`src/rtl/cprv_pkg.sv`:
```
// cprv_pkg: shared constants and types for the cprv pipeline memory path.
// Holds the load/store opcodes, the funct3 access-size encoding, the MEM
// stage state encoding and the misalignment predicate used when
// CPRV_MISALIGN_TRAP_EN is defined.
package cprv_pkg;

    localparam logic [6:0] OPC_LOAD  = 7'b0000011;
    localparam logic [6:0] OPC_STORE = 7'b0100011;

    typedef enum logic [2:0] {
        F3_B  = 3'd0,
        F3_H  = 3'd1,
        F3_W  = 3'd2,
        F3_D  = 3'd3,
        F3_BU = 3'd4,
        F3_HU = 3'd5,
        F3_WU = 3'd6
    } f3_size_e;

    typedef enum logic [1:0] {
        IDLE = 2'd0,
        REQ  = 2'd1,
        WAIT = 2'd2,
        DONE = 2'd3
    } mem_state_e;

    // Access size lives in funct3[1:0]; the unsigned flag in funct3[2] does not
    // change natural alignment.
    function automatic logic is_misaligned(input logic [2:0] funct3, input logic [2:0] off);
        logic mis;
        case (funct3[1:0])
            2'd0:    mis = 1'b0;
            2'd1:    mis = off[0];
            2'd2:    mis = |off[1:0];
            2'd3:    mis = |off;
            default: mis = 1'b0;
        endcase
        return mis;
    endfunction

endpackage

```
`src/rtl/cprv_lsu_align.sv`:
```
// cprv_lsu_align: combinational lane alignment for a 64-bit, 8-lane data bus.
// Store side builds byte enables and lane-shifted write data; load side
// shifts the read doubleword down and sign/zero-extends by funct3.
// Enables are 8 bits wide, so lanes shifted past byte 7 are dropped.
module cprv_lsu_align
    import cprv_pkg::*;
#(
    parameter int DATA_WIDTH = 64
) (
    input  logic [2:0]            off_i,
    input  logic [2:0]            funct3_i,
    input  logic [DATA_WIDTH-1:0] st_data_i,
    input  logic [DATA_WIDTH-1:0] ld_rdata_i,
    output logic [7:0]            be_o,
    output logic [DATA_WIDTH-1:0] wdata_o,
    output logic [DATA_WIDTH-1:0] ld_data_o
);

    logic [5:0]            sh_s;
    logic [DATA_WIDTH-1:0] shifted_s;

    assign sh_s      = {off_i, 3'b000};
    assign wdata_o   = st_data_i << sh_s;
    assign shifted_s = ld_rdata_i >> sh_s;

    // Store byte enables by access size, shifted to the lane offset.
    always_comb begin
        case (funct3_i)
            F3_B:    be_o = 8'h01 << off_i;
            F3_H:    be_o = 8'h03 << off_i;
            F3_W:    be_o = 8'h0F << off_i;
            F3_D:    be_o = 8'hFF;
            default: be_o = 8'h00;
        endcase
    end

    // Load data extraction with sign or zero extension.
    always_comb begin
        case (funct3_i)
            F3_B:    ld_data_o = {{(DATA_WIDTH-8){shifted_s[7]}}, shifted_s[7:0]};
            F3_H:    ld_data_o = {{(DATA_WIDTH-16){shifted_s[15]}}, shifted_s[15:0]};
            F3_W:    ld_data_o = {{(DATA_WIDTH-32){shifted_s[31]}}, shifted_s[31:0]};
            F3_D:    ld_data_o = shifted_s;
            F3_BU:   ld_data_o = {{(DATA_WIDTH-8){1'b0}}, shifted_s[7:0]};
            F3_HU:   ld_data_o = {{(DATA_WIDTH-16){1'b0}}, shifted_s[15:0]};
            F3_WU:   ld_data_o = {{(DATA_WIDTH-32){1'b0}}, shifted_s[31:0]};
            default: ld_data_o = {DATA_WIDTH{1'b0}};
        endcase
    end

endmodule

```
`src/rtl/cprv_mem_stage.sv`:
```
// cprv_mem_stage: pipeline MEM stage. Consumes EX bundles over valid/ready,
// runs loads/stores over a req/gnt/rvalid data-memory port and registers the
// writeback bundle toward WB. Non-memory bundles pass alu_out through.
// Optional macro CPRV_MISALIGN_TRAP_EN: misaligned accesses skip the memory
// port and return a bundle flagged on misalign_wb_o with rd_en cleared.
module cprv_mem_stage
    import cprv_pkg::*;
#(
    parameter int DATA_WIDTH = 64,
    parameter int ADDR_WIDTH = 64
) (
    input  logic                  clk,
    input  logic                  rst,
    input  logic                  valid_mem_i,
    output logic                  ready_mem_o,
    input  logic [DATA_WIDTH-1:0] rs2_data_mem_i,
    input  logic [4:0]            rd_addr_mem_i,
    input  logic                  rd_en_mem_i,
    input  logic [6:0]            opcode_mem_i,
    input  logic [2:0]            funct3_mem_i,
    input  logic                  mem_w_en_mem_i,
    input  logic [DATA_WIDTH-1:0] alu_out_mem_i,
    output logic                  dmem_req_o,
    input  logic                  dmem_gnt_i,
    output logic                  dmem_we_o,
    output logic [ADDR_WIDTH-1:0] dmem_addr_o,
    output logic [7:0]            dmem_be_o,
    output logic [DATA_WIDTH-1:0] dmem_wdata_o,
    input  logic                  dmem_rvalid_i,
    input  logic [DATA_WIDTH-1:0] dmem_rdata_i,
`ifdef CPRV_MISALIGN_TRAP_EN
    output logic                  misalign_wb_o,
`endif
    output logic                  valid_wb_o,
    input  logic                  ready_wb_i,
    output logic [4:0]            rd_addr_wb_o,
    output logic                  rd_en_wb_o,
    output logic [DATA_WIDTH-1:0] rd_data_wb_o
);

    mem_state_e            state_q, state_d;
    logic [ADDR_WIDTH-1:0] addr_q, addr_d;
    logic [2:0]            funct3_q, funct3_d;
    logic [4:0]            rd_addr_q, rd_addr_d;
    logic                  rd_en_q, rd_en_d;
    logic                  is_store_q, is_store_d;
    logic [DATA_WIDTH-1:0] st_data_q, st_data_d;
    logic [DATA_WIDTH-1:0] hold_q, hold_d;

    logic                  valid_wb_q, valid_wb_d;
    logic [4:0]            rd_addr_wb_q, rd_addr_wb_d;
    logic                  rd_en_wb_q, rd_en_wb_d;
    logic [DATA_WIDTH-1:0] rd_data_wb_q, rd_data_wb_d;

    logic                  out_free_s, accept_s, is_mem_s, load_out_s;
    logic [DATA_WIDTH-1:0] out_data_s;
    logic [4:0]            out_rd_addr_s;
    logic                  out_rd_en_s;
    logic [7:0]            be_s;
    logic [DATA_WIDTH-1:0] wdata_s, ld_data_s;
`ifdef CPRV_MISALIGN_TRAP_EN
    logic                  mis_q, mis_d, mis_wb_q, mis_wb_d, out_mis_s;
`endif

    assign out_free_s  = ~valid_wb_q | ready_wb_i;
    assign ready_mem_o = (state_q == IDLE) & out_free_s;
    assign accept_s    = valid_mem_i & ready_mem_o;
    assign is_mem_s    = mem_w_en_mem_i | (opcode_mem_i == OPC_LOAD);

    cprv_lsu_align #(.DATA_WIDTH(DATA_WIDTH)) u_align (
        .off_i      (addr_q[2:0]),
        .funct3_i   (funct3_q),
        .st_data_i  (st_data_q),
        .ld_rdata_i (dmem_rdata_i),
        .be_o       (be_s),
        .wdata_o    (wdata_s),
        .ld_data_o  (ld_data_s)
    );

    // Memory port is driven only from latched access state; quiet outside REQ.
    always_comb begin
        dmem_addr_o  = {addr_q[ADDR_WIDTH-1:3], 3'b000};
        dmem_wdata_o = wdata_s;
        if (state_q == REQ) begin
            dmem_req_o = 1'b1;
            dmem_we_o  = is_store_q;
            dmem_be_o  = be_s;
        end else begin
            dmem_req_o = 1'b0;
            dmem_we_o  = 1'b0;
            dmem_be_o  = 8'h00;
        end
    end

    // Access FSM: accept, request, wait for read data, hand off to WB.
    always_comb begin
        state_d       = state_q;
        addr_d        = addr_q;
        funct3_d      = funct3_q;
        rd_addr_d     = rd_addr_q;
        rd_en_d       = rd_en_q;
        is_store_d    = is_store_q;
        st_data_d     = st_data_q;
        hold_d        = hold_q;
        load_out_s    = 1'b0;
        out_data_s    = hold_q;
        out_rd_addr_s = rd_addr_q;
        out_rd_en_s   = rd_en_q;
`ifdef CPRV_MISALIGN_TRAP_EN
        mis_d         = mis_q;
        out_mis_s     = mis_q;
`endif
        case (state_q)
            IDLE: begin
                if (accept_s) begin
                    if (is_mem_s) begin
                        addr_d     = alu_out_mem_i[ADDR_WIDTH-1:0];
                        funct3_d   = funct3_mem_i;
                        rd_addr_d  = rd_addr_mem_i;
                        rd_en_d    = rd_en_mem_i;
                        is_store_d = mem_w_en_mem_i;
                        st_data_d  = rs2_data_mem_i;
`ifdef CPRV_MISALIGN_TRAP_EN
                        if (is_misaligned(funct3_mem_i, alu_out_mem_i[2:0])) begin
                            state_d = DONE;
                            rd_en_d = 1'b0;
                            hold_d  = {DATA_WIDTH{1'b0}};
                            mis_d   = 1'b1;
                        end else begin
                            state_d = REQ;
                            mis_d   = 1'b0;
                        end
`else
                        state_d    = REQ;
`endif
                    end else begin
                        load_out_s    = 1'b1;
                        out_data_s    = alu_out_mem_i;
                        out_rd_addr_s = rd_addr_mem_i;
                        out_rd_en_s   = rd_en_mem_i;
`ifdef CPRV_MISALIGN_TRAP_EN
                        out_mis_s     = 1'b0;
`endif
                    end
                end else begin
                    state_d = IDLE;
                end
            end
            REQ: begin
                if (dmem_gnt_i) begin
                    if (is_store_q) begin
                        state_d = DONE;
                        rd_en_d = 1'b0;
                    end else begin
                        state_d = WAIT;
                    end
                end else begin
                    state_d = REQ;
                end
            end
            WAIT: begin
                if (dmem_rvalid_i) begin
                    hold_d  = ld_data_s;
                    state_d = DONE;
                end else begin
                    state_d = WAIT;
                end
            end
            DONE: begin
                if (out_free_s) begin
                    load_out_s = 1'b1;
                    state_d    = IDLE;
                end else begin
                    state_d = DONE;
                end
            end
            default: begin
                state_d = IDLE;
            end
        endcase
    end

    // Output register: load wins over drain, so drain+load keeps valid high.
    always_comb begin
        rd_addr_wb_d = rd_addr_wb_q;
        rd_en_wb_d   = rd_en_wb_q;
        rd_data_wb_d = rd_data_wb_q;
`ifdef CPRV_MISALIGN_TRAP_EN
        mis_wb_d     = mis_wb_q;
`endif
        if (load_out_s) begin
            valid_wb_d   = 1'b1;
            rd_addr_wb_d = out_rd_addr_s;
            rd_en_wb_d   = out_rd_en_s;
            rd_data_wb_d = out_data_s;
`ifdef CPRV_MISALIGN_TRAP_EN
            mis_wb_d     = out_mis_s;
`endif
        end else if (ready_wb_i) begin
            valid_wb_d = 1'b0;
        end else begin
            valid_wb_d = valid_wb_q;
        end
    end

    // State and output registers with synchronous reset.
    always_ff @(posedge clk) begin
        if (rst) begin
            state_q      <= IDLE;
            addr_q       <= {ADDR_WIDTH{1'b0}};
            funct3_q     <= 3'd0;
            rd_addr_q    <= 5'd0;
            rd_en_q      <= 1'b0;
            is_store_q   <= 1'b0;
            st_data_q    <= {DATA_WIDTH{1'b0}};
            hold_q       <= {DATA_WIDTH{1'b0}};
            valid_wb_q   <= 1'b0;
            rd_addr_wb_q <= 5'd0;
            rd_en_wb_q   <= 1'b0;
            rd_data_wb_q <= {DATA_WIDTH{1'b0}};
`ifdef CPRV_MISALIGN_TRAP_EN
            mis_q        <= 1'b0;
            mis_wb_q     <= 1'b0;
`endif
        end else begin
            state_q      <= state_d;
            addr_q       <= addr_d;
            funct3_q     <= funct3_d;
            rd_addr_q    <= rd_addr_d;
            rd_en_q      <= rd_en_d;
            is_store_q   <= is_store_d;
            st_data_q    <= st_data_d;
            hold_q       <= hold_d;
            valid_wb_q   <= valid_wb_d;
            rd_addr_wb_q <= rd_addr_wb_d;
            rd_en_wb_q   <= rd_en_wb_d;
            rd_data_wb_q <= rd_data_wb_d;
`ifdef CPRV_MISALIGN_TRAP_EN
            mis_q        <= mis_d;
            mis_wb_q     <= mis_wb_d;
`endif
        end
    end

    assign valid_wb_o   = valid_wb_q;
    assign rd_addr_wb_o = rd_addr_wb_q;
    assign rd_en_wb_o   = rd_en_wb_q;
    assign rd_data_wb_o = rd_data_wb_q;
`ifdef CPRV_MISALIGN_TRAP_EN
    assign misalign_wb_o = mis_wb_q;
`endif

endmodule
```
`config.mk`:
```
export PLATFORM = sky130hd
export DESIGN_NAME = cprv_mem_stage
export DESIGN_NICKNAME = d
export VERILOG_FILES = /design/src/rtl/cprv_pkg.sv /design/src/rtl/cprv_lsu_align.sv /design/src/rtl/cprv_mem_stage.sv
export SDC_FILE = /design/constraint.sdc
export NUM_CORES = 1
export LEC_CHECK = 0
export BUFFER_PORTS_ARGS = -buffer_cell sky130_fd_sc_hd__buf_2
export CAP_MARGIN = 20
export CORE_UTILIZATION = 33
export DETAILED_ROUTE_END_ITERATION = 12
export PLACE_DENSITY = 0.55
export SYNTH_ARGS = -nofsm -noshare
export SYNTH_HDL_FRONTEND = slang
export SYNTH_SLANG_ARGS = --single-unit
```
`constraint.sdc`:
```
create_clock -name clk -period 2.14 [get_ports clk]
set_input_delay 0 -clock clk [delete_from_list [all_inputs] [get_ports clk]]
set_output_delay 0 -clock clk [all_outputs]
set_load 0.005 [all_outputs]
```
==> results.txt, run 1 <==
Crit Path Class: reg2out
power per cell area: 747 mW/mm²
status: complete, but fails checks
I/O Buffers: 421
cell with the most instances after synthesis: nand2_1
Clock Tree Buf Depth: 3
DRC viols: 0
I/O pins: 425
Worst Skew: 0.0104 ns
WHS Path Cells: 4
Top FF cell, synth: dfxtp_1
share of layout cells above drive strength 1: 30.1%
1st-iter DRT viols: 1194
Die H: 216 µm
antenna-violating nets left: 0
dpl cells: 2690
total grt overflow: 0
fin crit period: 2.12 ns
Initial Util: 33.8%
fillcell total: 4395
TritonCTS Buffers: 35
DR pass1 iterations: 6
Seq cells post-synth: 275
async set-reset flop share out of synthesis: 0%
fin nets: 2531
P&R area growth vs syn: 39.3%
Via density: 5.38
Pleak: 8.62 nW
core footprint: 0.0447 mm²
CTS tree: done
worst reg2reg path endpoint: hold_q[56]$_SDFFE_PP0P_
slew at the pin with the worst max-slew slack: 0.813 ns
Power Total: 15.7 mW
largest net degree at the start of global routing: 72
R2R setup slack: 0.08 ns
CTS root buffer: clkbuf_16
final core occ: 47.0%
vias in the first global route: 15400
top post-synthesis cells by area: dfxtp_1 36%, a21oi_1 11%, mux2i_1 11%
via count: 15800
Worst EP required: 2.14 ns
Site Rows: 77
Startpoint Class: flop
RSZ-0062 raised after global routing: true
gr usage total: 26.3%
synth cell count leaders: 352 x nand2_1, 334 x a21oi_1, 275 x dfxtp_1
Crit path arrival time: 2.12 ns
DIE WIDTH: 216 µm
final setup fails: 0
Routed WL: 64100 µm
max-slew violations: 0
worst vdd ir: 433 µV
leading area contributor after synthesis: dfxtp_1
post-synthesis sequential area ratio: 36.5%
Mapped Cells: 1828
FF-to-FF Start: addr_q[1]$_SDFFE_PP0P_
Skew-Pair Late Insertion Delay: 0.55 ns
first-pass GRT wire length: 94400 µm
crit path to: dmem_wdata_o[60]
crit-path max FO: 10
GP Congestion: 0.928
Mean Syn Cell Area: 8.25 µm²
Max-Slew Margin vs Limit: 45.8%
crit path capture type: output port
Setup crit start: addr_q[1]$_SDFFE_PP0P_
Die ar.: 0.0466 mm²
Hold Fails Final Rpt: 1
failing checks: hold timing
Netlist cell types: 60
max-cap viol count: 0
Yosys warning count: 0
Placed Instance Area: 0.0176 mm²
Clock Sink Count: 275
post-route cell area: 0.0210 mm²
Hold Path Class: in2reg
fmax: 0.471 GHz
worst reg-to-reg path cell count: 8
post-synth top area share: 36.5%
Post-synth EDFFs: 0
Final HPWL DP: 45400 µm
worst hold margin: -0.000734 ns
initial antenna violation count: 7
WL/cell: 21.8 µm
CTS clk-pin slew, worst paths: 0.06 ns
fin crit share: 99.2%
H-Tree Level Count: 2
Cell Area, Synth: 0.0151 mm²
final non-filler cell total: 2935
==> metal layers <==
metal	GRT usage (%)	vias up	wire length [µm]
met5	0	-	31
met4	9.67	6	2250
met3	6.02	130	4610
met2	45.6	658	31200
met1	31.4	7536	26000
li1	-	7456	-
==> how the worst min path moves through the flow <==
stage / from / to
6_report: valid_mem_i / is_store_q$_SDFFE_PP0P_
5_1_grt: dmem_rdata_i[16] / hold_q[16]$_SDFFE_PP0P_
4_1_cts: dmem_rdata_i[19] / hold_q[19]$_SDFFE_PP0P_
3_5_place_dp: rs2_data_mem_i[57] / st_data_q[57]$_SDFFE_PP0P_
3_3_place_gp: rs2_data_mem_i[8] / st_data_q[8]$_SDFFE_PP0P_
2_1_floorplan: rs2_data_mem_i[48] / st_data_q[48]$_SDFFE_PP0P_
==> critical path, cell delays in order (launching register included) <==
cell and delay [ns]:
dfxtp_4 0.38, buf_12 0.16, buf_16 0.16, nor2b_1 0.18, a211oi_2 0.08, a211o_1 0.33, o21ai_0 0.11, buf_2 0.15
==> placed cells by master, fill, tap and decap left out, types with 6 or more instances in the layout <==
cell,n
nor3_1,6
buf_6,6
buf_12,20
mux4_2,28
buf_4,67
mux2i_2,7
buf_2,418
o221ai_1,9
nand2b_1,7
a31oi_2,10
dlygate4sd3_1,155
o211ai_1,11
o22ai_1,23
nand2_1,351
a22oi_1,30
clkbuf_16,40
a31oi_1,13
and2_1,14
nor2b_1,12
mux2_2,19
a211oi_1,80
a211oi_2,12
a32oi_1,8
clkbuf_8,13
dfxtp_1,272
a211o_1,6
o21ai_1,8
o21ai_0,35
mux2i_1,152
nor2_1,75
a21oi_1,328
==> power breakdown <==
group          internal (mW)  total (mW)  switching, mW
Sequential              5.42        5.66          0.237
Combinational           1.57        3.49           1.92
Clock                   4.07        6.55           2.48
Total                   11.1        15.7           4.63
==> metrics by stage <==
stage,hold WS [ns],setup slack [ns],TNS [ns]
final,-0.000734,0.0165,0
after global routing,0.0304,-0.0492,-0.427
after CTS,0.00120,-0.0251,-0.0799
after detailed placement,0.246,0.109,0
after global placement,0.240,0.145,0
after floorplan,0.136,0.208,0
==> what timing repair did <==
| item | 4_1_cts | 5_1_grt |
|---|---|---|
| hold buffers | 155 | 0 |
| pin swaps | 1 | 3 |
| buffers inserted | 5 | 9 |
| resized for setup | 33 | 26 |
| gates cloned | 5 | 3 |
| hold endpoints to repair | 232 | 0 |
| setup endpoints to repair | 64 | 97 |
==> registers in the layout, indices dropped and copies added, names as in the netlist <==
name,flops
rd_addr_wb_o,5
valid_wb_o,1
funct3_q,3
st_data_q,64
rd_en_wb_o,1
addr_q,64
rd_addr_q,5
state_q,2
hold_q,64
rd_data_wb_o,64
rd_en_q,1
is_store_q,1
==> cell families (layout without fill, tap and decap cells) <==
group           after synthesis  count (layout)  synth area share [%]
fa+ha+maj                     5               5                 0.415
buf+inv                     241             749                  8.60
mux                         211             211                  16.5
other cells                   1               8                0.0249
flops                       275             275                  36.5
simple gates                491             491                  13.2
compound gates              604             604                  24.7
==> final cells by class <==
type	instances	area (µm²)	share of cell area [%]
antenna	5	12.5	0.0595
clock inverter	15	205	0.976
clock buffer	49	1090	5.19
inverter	7	26.3	0.125
multi-input combinational	1314	8490	40.4
tap	592	741	3.52
timing repair buffer	678	4940	23.5
sequential	275	5520	26.2
No activity file was read; power rests on OpenSTA's default activity.
==> run 2, diff against run 1 <==
BUFFER_PORTS_ARGS = -buffer_cell sky130_fd_sc_hd__buf_4   (was -buffer_cell sky130_fd_sc_hd__buf_2)
==> run 2 against run 1 <==
- the flow finishes with violations (setup timing)
- core utilization grew 2.8 points
- setup slack got worse by 0.020 ns
- first-iteration DRC count down 6.4%
- sequential power about the same
- critical path depth fell by 1
- critical path type unchanged
- critical endpoint is now dmem_wdata_o[49]
- largest power group unchanged
- highest routed layer unchanged
==> results.txt, run 2 (synthesis results as in run 1) <==
status: complete, but fails checks (unchanged)
failing checks: setup timing (was hold timing)
CTS root buffer: clkbuf_16 (unchanged)
most common cell after layout, fill and taps aside: buf_4 (was buf_2)
I/O pins: 425 (unchanged)
DR pass1 iterations: 5 (was 6)
Pleak: 8.87 nW (was 8.62 nW)
Worst Skew: 0.0177 ns (was 0.0104 ns)
Die ar.: 0.0466 mm² (unchanged)
fin crit share: 100% (was 99.2%)
Skew-Pair Late Insertion Delay: 0.56 ns (was 0.55 ns)
slew at the pin with the worst max-slew slack: 0.812 ns (was 0.813 ns)
Initial Util: 33.8% (unchanged)
total grt overflow: 0 (unchanged)
first-pass GRT wire length: 95000 µm (was 94400 µm)
register area: 0.00552 mm² (unchanged)
largest net degree at the start of global routing: 123 (was 72)
Hold Fails Final Rpt: 0 (was 1)
fillcell total: 4348 (was 4395)
RSZ-0062 raised after global routing: true (unchanged)
Final HPWL DP: 45300 µm (was 45400 µm)
DRC viols: 0 (unchanged)
vias in the first global route: 15300 (was 15400)
Multi-input gate area: 0.00855 mm² (was 0.00849 mm²)
Hold Path Class: in2reg (unchanged)
Crit path arrival time: 2.14 ns (was 2.12 ns)
fin nets: 2553 (was 2531)
Clock Tree Buf Depth: 3 (unchanged)
share of layout cells above drive strength 1: 30.1% (about the same)
TritonCTS Buffers: 35 (unchanged)
max-slew violations: 0 (unchanged)
power per cell area: 700 mW/mm² (was 747 mW/mm²)
Routed WL: 64800 µm (was 64100 µm)
Via density: 5.37 (was 5.38)
crit path capture type: output port (unchanged)
initial antenna violation count: 4 (was 7)
final setup fails: 1 (was 0)
core footprint: 0.0447 mm² (unchanged)
Die H: 216 µm (unchanged)
P&R area growth vs syn: 47.5% (was 39.3%)
PnR worst setup slack: -0.00359 ns (was 0.0165 ns)
Worst EP required: 2.14 ns (about the same)
CTS clk-pin slew, worst paths: 0.06 ns (about the same)
fin crit period: 2.14 ns (was 2.12 ns)
crit-path max FO: 14 (was 10)
CTS tree: done (unchanged)
DIE WIDTH: 216 µm (unchanged)
max-cap viol count: 0 (unchanged)
commonest non-fill, non-tap cells in the layout: 487 x buf_4, 351 x nand2_1, 327 x a21oi_1, 272 x dfxtp_1, 173 x dlygate4sd3_1 (was 418 x buf_2, 351 x nand2_1, 328 x a21oi_1, 272 x dfxtp_1, 155 x dlygate4sd3_1)
fmax: 0.467 GHz (was 0.471 GHz)
worst vdd ir: 422 µV (was 433 µV)
H-Tree Level Count: 2 (unchanged)
1st-iter DRT viols: 1117 (was 1194)
Crit Path Class: reg2out (unchanged)
final setup TNS: -0.00359 ns (was 0 ns)
WL/cell: 21.9 µm (was 21.8 µm)
Site Rows: 77 (unchanged)
Startpoint Class: flop (unchanged)
via count: 15900 (was 15800)
final non-filler cell total: 2953 (was 2935)
gr usage total: 26.5% (was 26.3%)
dpl cells: 2696 (was 2690)
antenna-violating nets left: 0 (unchanged)
GP Congestion: 0.917 (was 0.928)
Clock Sink Count: 275 (unchanged)
I/O Buffers: 421 (unchanged)
Max-Slew Margin vs Limit: 45.3% (was 45.8%)
## run 2: changes by cell type in the layout (fill, tap and decap cells not counted), moves of 3 or more
| cell | delta |
|---|---|
| clkbuf_1 | +5 |
| mux2i_1 | -4 |
| dlygate4sd3_1 | +18 |
| diode_2 | -3 |
| buf_4 | +420 |
| buf_2 | -418 |
| clkbuf_8 | -8 |
| clkinv_2 | +4 |
| mux2i_4 | +3 |
## run 2: worst paths after layout
| kind | start | slack (ns) | end | cells after the start |
|---|---|---|---|---|
| setup / recovery | addr_q[1]$_SDFFE_PP0P_ | -0.004 | dmem_wdata_o[49] | 6 |
| hold / removal | dmem_rdata_i[46] | 0.02 | hold_q[30]$_SDFFE_PP0P_ | 4 |
| setup reg to reg | addr_q[1]$_SDFFE_PP0P_ | 0.01 | hold_q[14]$_SDFFE_PP0P_ | 6 |
| hold reg to reg | addr_q[35]$_SDFFE_PP0P_ | 0.45 | addr_q[35]$_SDFFE_PP0P_ | 2 |
## run 2: where the power goes
part	internal, mW	switching [mW]
clock network	3.55	2.50
registers	5.42	0.250
logic	1.89	1.96
## run 2: area by class of cell
class / count / area share (%)
Sequential cell: 275 / 24.8
Tap cell: 592 / 3.33
Clock inverter: 19 / 1.01
Clock buffer: 44 / 4.27
Timing Repair Buffer: 700 / 28.0
Antenna cell: 2 / 0.0225
Multi-Input combinational cell: 1314 / 38.4
Inverter: 7 / 0.118
## run 2: repair_timing
item,4_1_cts,5_1_grt
pin swaps,1,3
gates cloned,5,4
setup endpoints to repair,63,100
resized for setup,30,46
hold buffers,173,0
endpoints found under the hold margin,249,0
buffers inserted,7,4
## run 2: per-layer routing
layer  GRT usage (%)  part of all wire, %
met3            6.74                  7.9
met5               0                0.036
met4            9.15                  3.1
met2            45.2                   49
met1            32.1                   40
## run 2: worst max-delay path, cell delays in order (launching register included)
cell     delay [ns]
dfxtp_4        0.48
buf_16         0.21
mux2i_4        0.27
nor2_1         0.06
a21oi_1        0.20
o21ai_0        0.17
buf_4          0.17
## run 2: per-stage QoR
| stage | area, µm² | hold WS (ns) | utilization, % | power, mW | setup WS, ns |
|---|---|---|---|---|---|
| 2_1_floorplan | 15100 | 0.136 | - | 7.54 | 0.208 |
| 3_3_place_gp | 18700 | 0.247 | 41.9 | 9.09 | -0.0807 |
| 3_5_place_dp | 18700 | 0.257 | 41.9 | 9.13 | -0.0193 |
| 4_1_cts | 21900 | 0.000304 | 49.1 | 15.6 | 0.000474 |
| 5_1_grt | 22300 | 0.0273 | 49.8 | 16.2 | -0.0805 |
| 6_report | 22300 | 0.0186 | 49.8 | 15.6 | -0.00359 |
==> run 3, diff against run 2 <==
MAX_ROUTING_LAYER = met4   (was unset)
==> run 3 against run 2 <==
- the run now ends clean
- clock-buffer cell count increased by 4
- clock power increased by 4.6%
- clock skew increased by 0.0053 ns
- largest cell class unchanged
==> results.txt, run 3 (synthesis results as in run 1) <==
Crit path arrival time: 2.09 ns (was 2.14 ns)
Skew-Pair Late Insertion Delay: 0.56 ns (about the same)
share of layout cells above drive strength 1: 29.1% (was 30.1%)
critical path cell sequence: buf_12 -> buf_16 -> nor2b_1 -> a211oi_2 -> a211o_1 -> o21ai_1 -> buf_4 (was buf_16 -> mux2i_4 -> nor2_1 -> a21oi_1 -> o21ai_0 -> buf_4)
vias in the first global route: 15400 (was 15300)
Worst EP required: 2.14 ns (about the same)
Worst Skew: 0.0231 ns (was 0.0177 ns)
TritonCTS Buffers: 36 (was 35)
dpl cells: 2690 (was 2696)
core footprint: 0.0447 mm² (unchanged)
worst vdd ir: 445 µV (was 422 µV)
crit path capture type: output port (unchanged)
Routed WL: 64700 µm (was 64800 µm)
first-pass GRT wire length: 95500 µm (was 95000 µm)
PnR worst setup slack: 0.0504 ns (was -0.00359 ns)
crit-path max FO: 14 (unchanged)
Pleak: 8.82 nW (was 8.87 nW)
fin nets: 2541 (was 2553)
fin crit period: 2.09 ns (was 2.14 ns)
fmax: 0.479 GHz (was 0.467 GHz)
Clock Sink Count: 275 (unchanged)
Max-Slew Margin vs Limit: 48.3% (was 45.3%)
status: complete, no violations (was complete, but fails checks)
Die ar.: 0.0466 mm² (unchanged)
CTS root buffer: clkbuf_16 (unchanged)
max-slew violations: 0 (unchanged)
commonest non-fill, non-tap cells in the layout: 482 x buf_4, 351 x nand2_1, 330 x a21oi_1, 272 x dfxtp_1, 167 x dlygate4sd3_1 (was 487 x buf_4, 351 x nand2_1, 327 x a21oi_1, 272 x dfxtp_1, 173 x dlygate4sd3_1)
H-Tree Level Count: 2 (unchanged)
via count: 15800 (was 15900)
most common cell after layout, fill and taps aside: buf_4 (unchanged)
DRC viols: 0 (unchanged)
RSZ-0062 raised after global routing: true (unchanged)
DIE WIDTH: 216 µm (unchanged)
Place WS: 0.151 ns (was -0.0193 ns)
GP Congestion: 0.952 (was 0.917)
slowest CP cell: dfxtp_4 (unchanged)
WL/cell: 22.0 µm (was 21.9 µm)
gr usage total: 27.4% (was 26.5%)
CP max stage delay: 0.37 ns (was 0.48 ns)
power per cell area: 716 mW/mm² (was 700 mW/mm²)
DR pass1 iterations: 5 (unchanged)
fin crit share: 97.6% (was 100%)
P&R area growth vs syn: 46.3% (was 47.5%)
I/O pins: 425 (unchanged)
max-cap viol count: 0 (unchanged)
largest net degree at the start of global routing: 140 (was 123)
I/O Buffers: 421 (unchanged)
final setup fails: 0 (was 1)
Crit Path Class: reg2out (unchanged)
Die H: 216 µm (unchanged)
CTS clk-pin slew, worst paths: 0.06 ns (about the same)
final setup TNS: 0 ns (was -0.00359 ns)
antenna-violating nets left: 0 (unchanged)
CTS tree: done (unchanged)
Clock Tree Buf Depth: 3 (unchanged)
Hold Fails Final Rpt: 0 (unchanged)
Site Rows: 77 (unchanged)
Initial Util: 33.8% (unchanged)
1st-iter DRT viols: 1121 (was 1117)
initial antenna violation count: 3 (was 4)
slew at the pin with the worst max-slew slack: 0.776 ns (was 0.812 ns)
final non-filler cell total: 2943 (was 2953)
Startpoint Class: flop (unchanged)
Final HPWL DP: 45600 µm (was 45300 µm)
total grt overflow: 0 (unchanged)
Hold Path Class: in2reg (unchanged)
Via density: 5.37 (about the same)
## run 3: routing by layer
metal / wire [µm] / GRT usage, % / vias to the layer above
met3: 4770 / 6.06 / 120
met4: 2070 / 9.88 / 0
met5: 0 / - / -
li1: - / - / 7485
met1: 26600 / 32.4 / 7614
met2: 31300 / 45.5 / 587
## run 3: final cells by class
type	count	area (µm²)
Sequential cell	275	5520
Inverter	7	26.3
Timing Repair Buffer	687	6110
Tap cell	592	741
Fill cell	4330	22600
Antenna cell	4	10.0
Clock inverter	16	230
Clock buffer	48	986
Multi-Input combinational cell	1314	8450
## run 3: worst max-delay path, delay by kind of cell, from the launching register on
family	cells	cell delay, ns
AND/OR/NAND/NOR	1	0.20
buffers and inverters	3	0.45
flip-flops	1	0.37
AO/OA/AOI/OAI	3	0.50
## run 3: timing repair
item                       CTS  global route
setup endpoints to repair   58            64
hold buffers               167             0
pin swaps                    1             3
cloned                       5             3
gates resized for setup     24            26
hold endpoints to repair   236             0
buffers inserted             6             5
## run 3: final timing paths
kind / from / endpoint / slack (ns) / cells after the start
setup / recovery: addr_q[1]$_SDFFE_PP0P_ / dmem_wdata_o[62] / 0.05 / 7
setup reg to reg: addr_q[0]$_SDFFE_PP0P_ / hold_q[21]$_SDFFE_PP0P_ / 0.11 / 8
hold / removal: dmem_rdata_i[10] / hold_q[10]$_SDFFE_PP0P_ / 0.03 / 4
hold reg to reg: addr_q[6]$_SDFFE_PP0P_ / addr_q[6]$_SDFFE_PP0P_ / 0.45 / 2
## run 3: stage by stage
| stage | area (µm²) | utilization [%] | hold slack, ns | total power [mW] |
|---|---|---|---|---|
| 2_1_floorplan | 15100 | - | 0.136 | 7.54 |
| 3_3_place_gp | 18700 | 41.8 | 0.247 | 9.09 |
| 3_5_place_dp | 18700 | 41.8 | 0.255 | 9.13 |
| 4_1_cts | 21900 | 48.9 | 0.00264 | 15.9 |
| 5_1_grt | 22100 | 49.4 | 0.0317 | 16.5 |
| 6_report | 22100 | 49.4 | 0.0317 | 15.8 |
## run 3: power by group
group | internal (mW) | total, mW | leakage (nW) | switching [mW]
Combinational | 1.86 | 3.80 | 5.99 | 1.94
Sequential | 5.42 | 5.67 | 2.24 | 0.244
Clock | 3.86 | 6.33 | 0.596 | 2.46
Total | 11.1 | 15.8 | 8.82 | 4.65
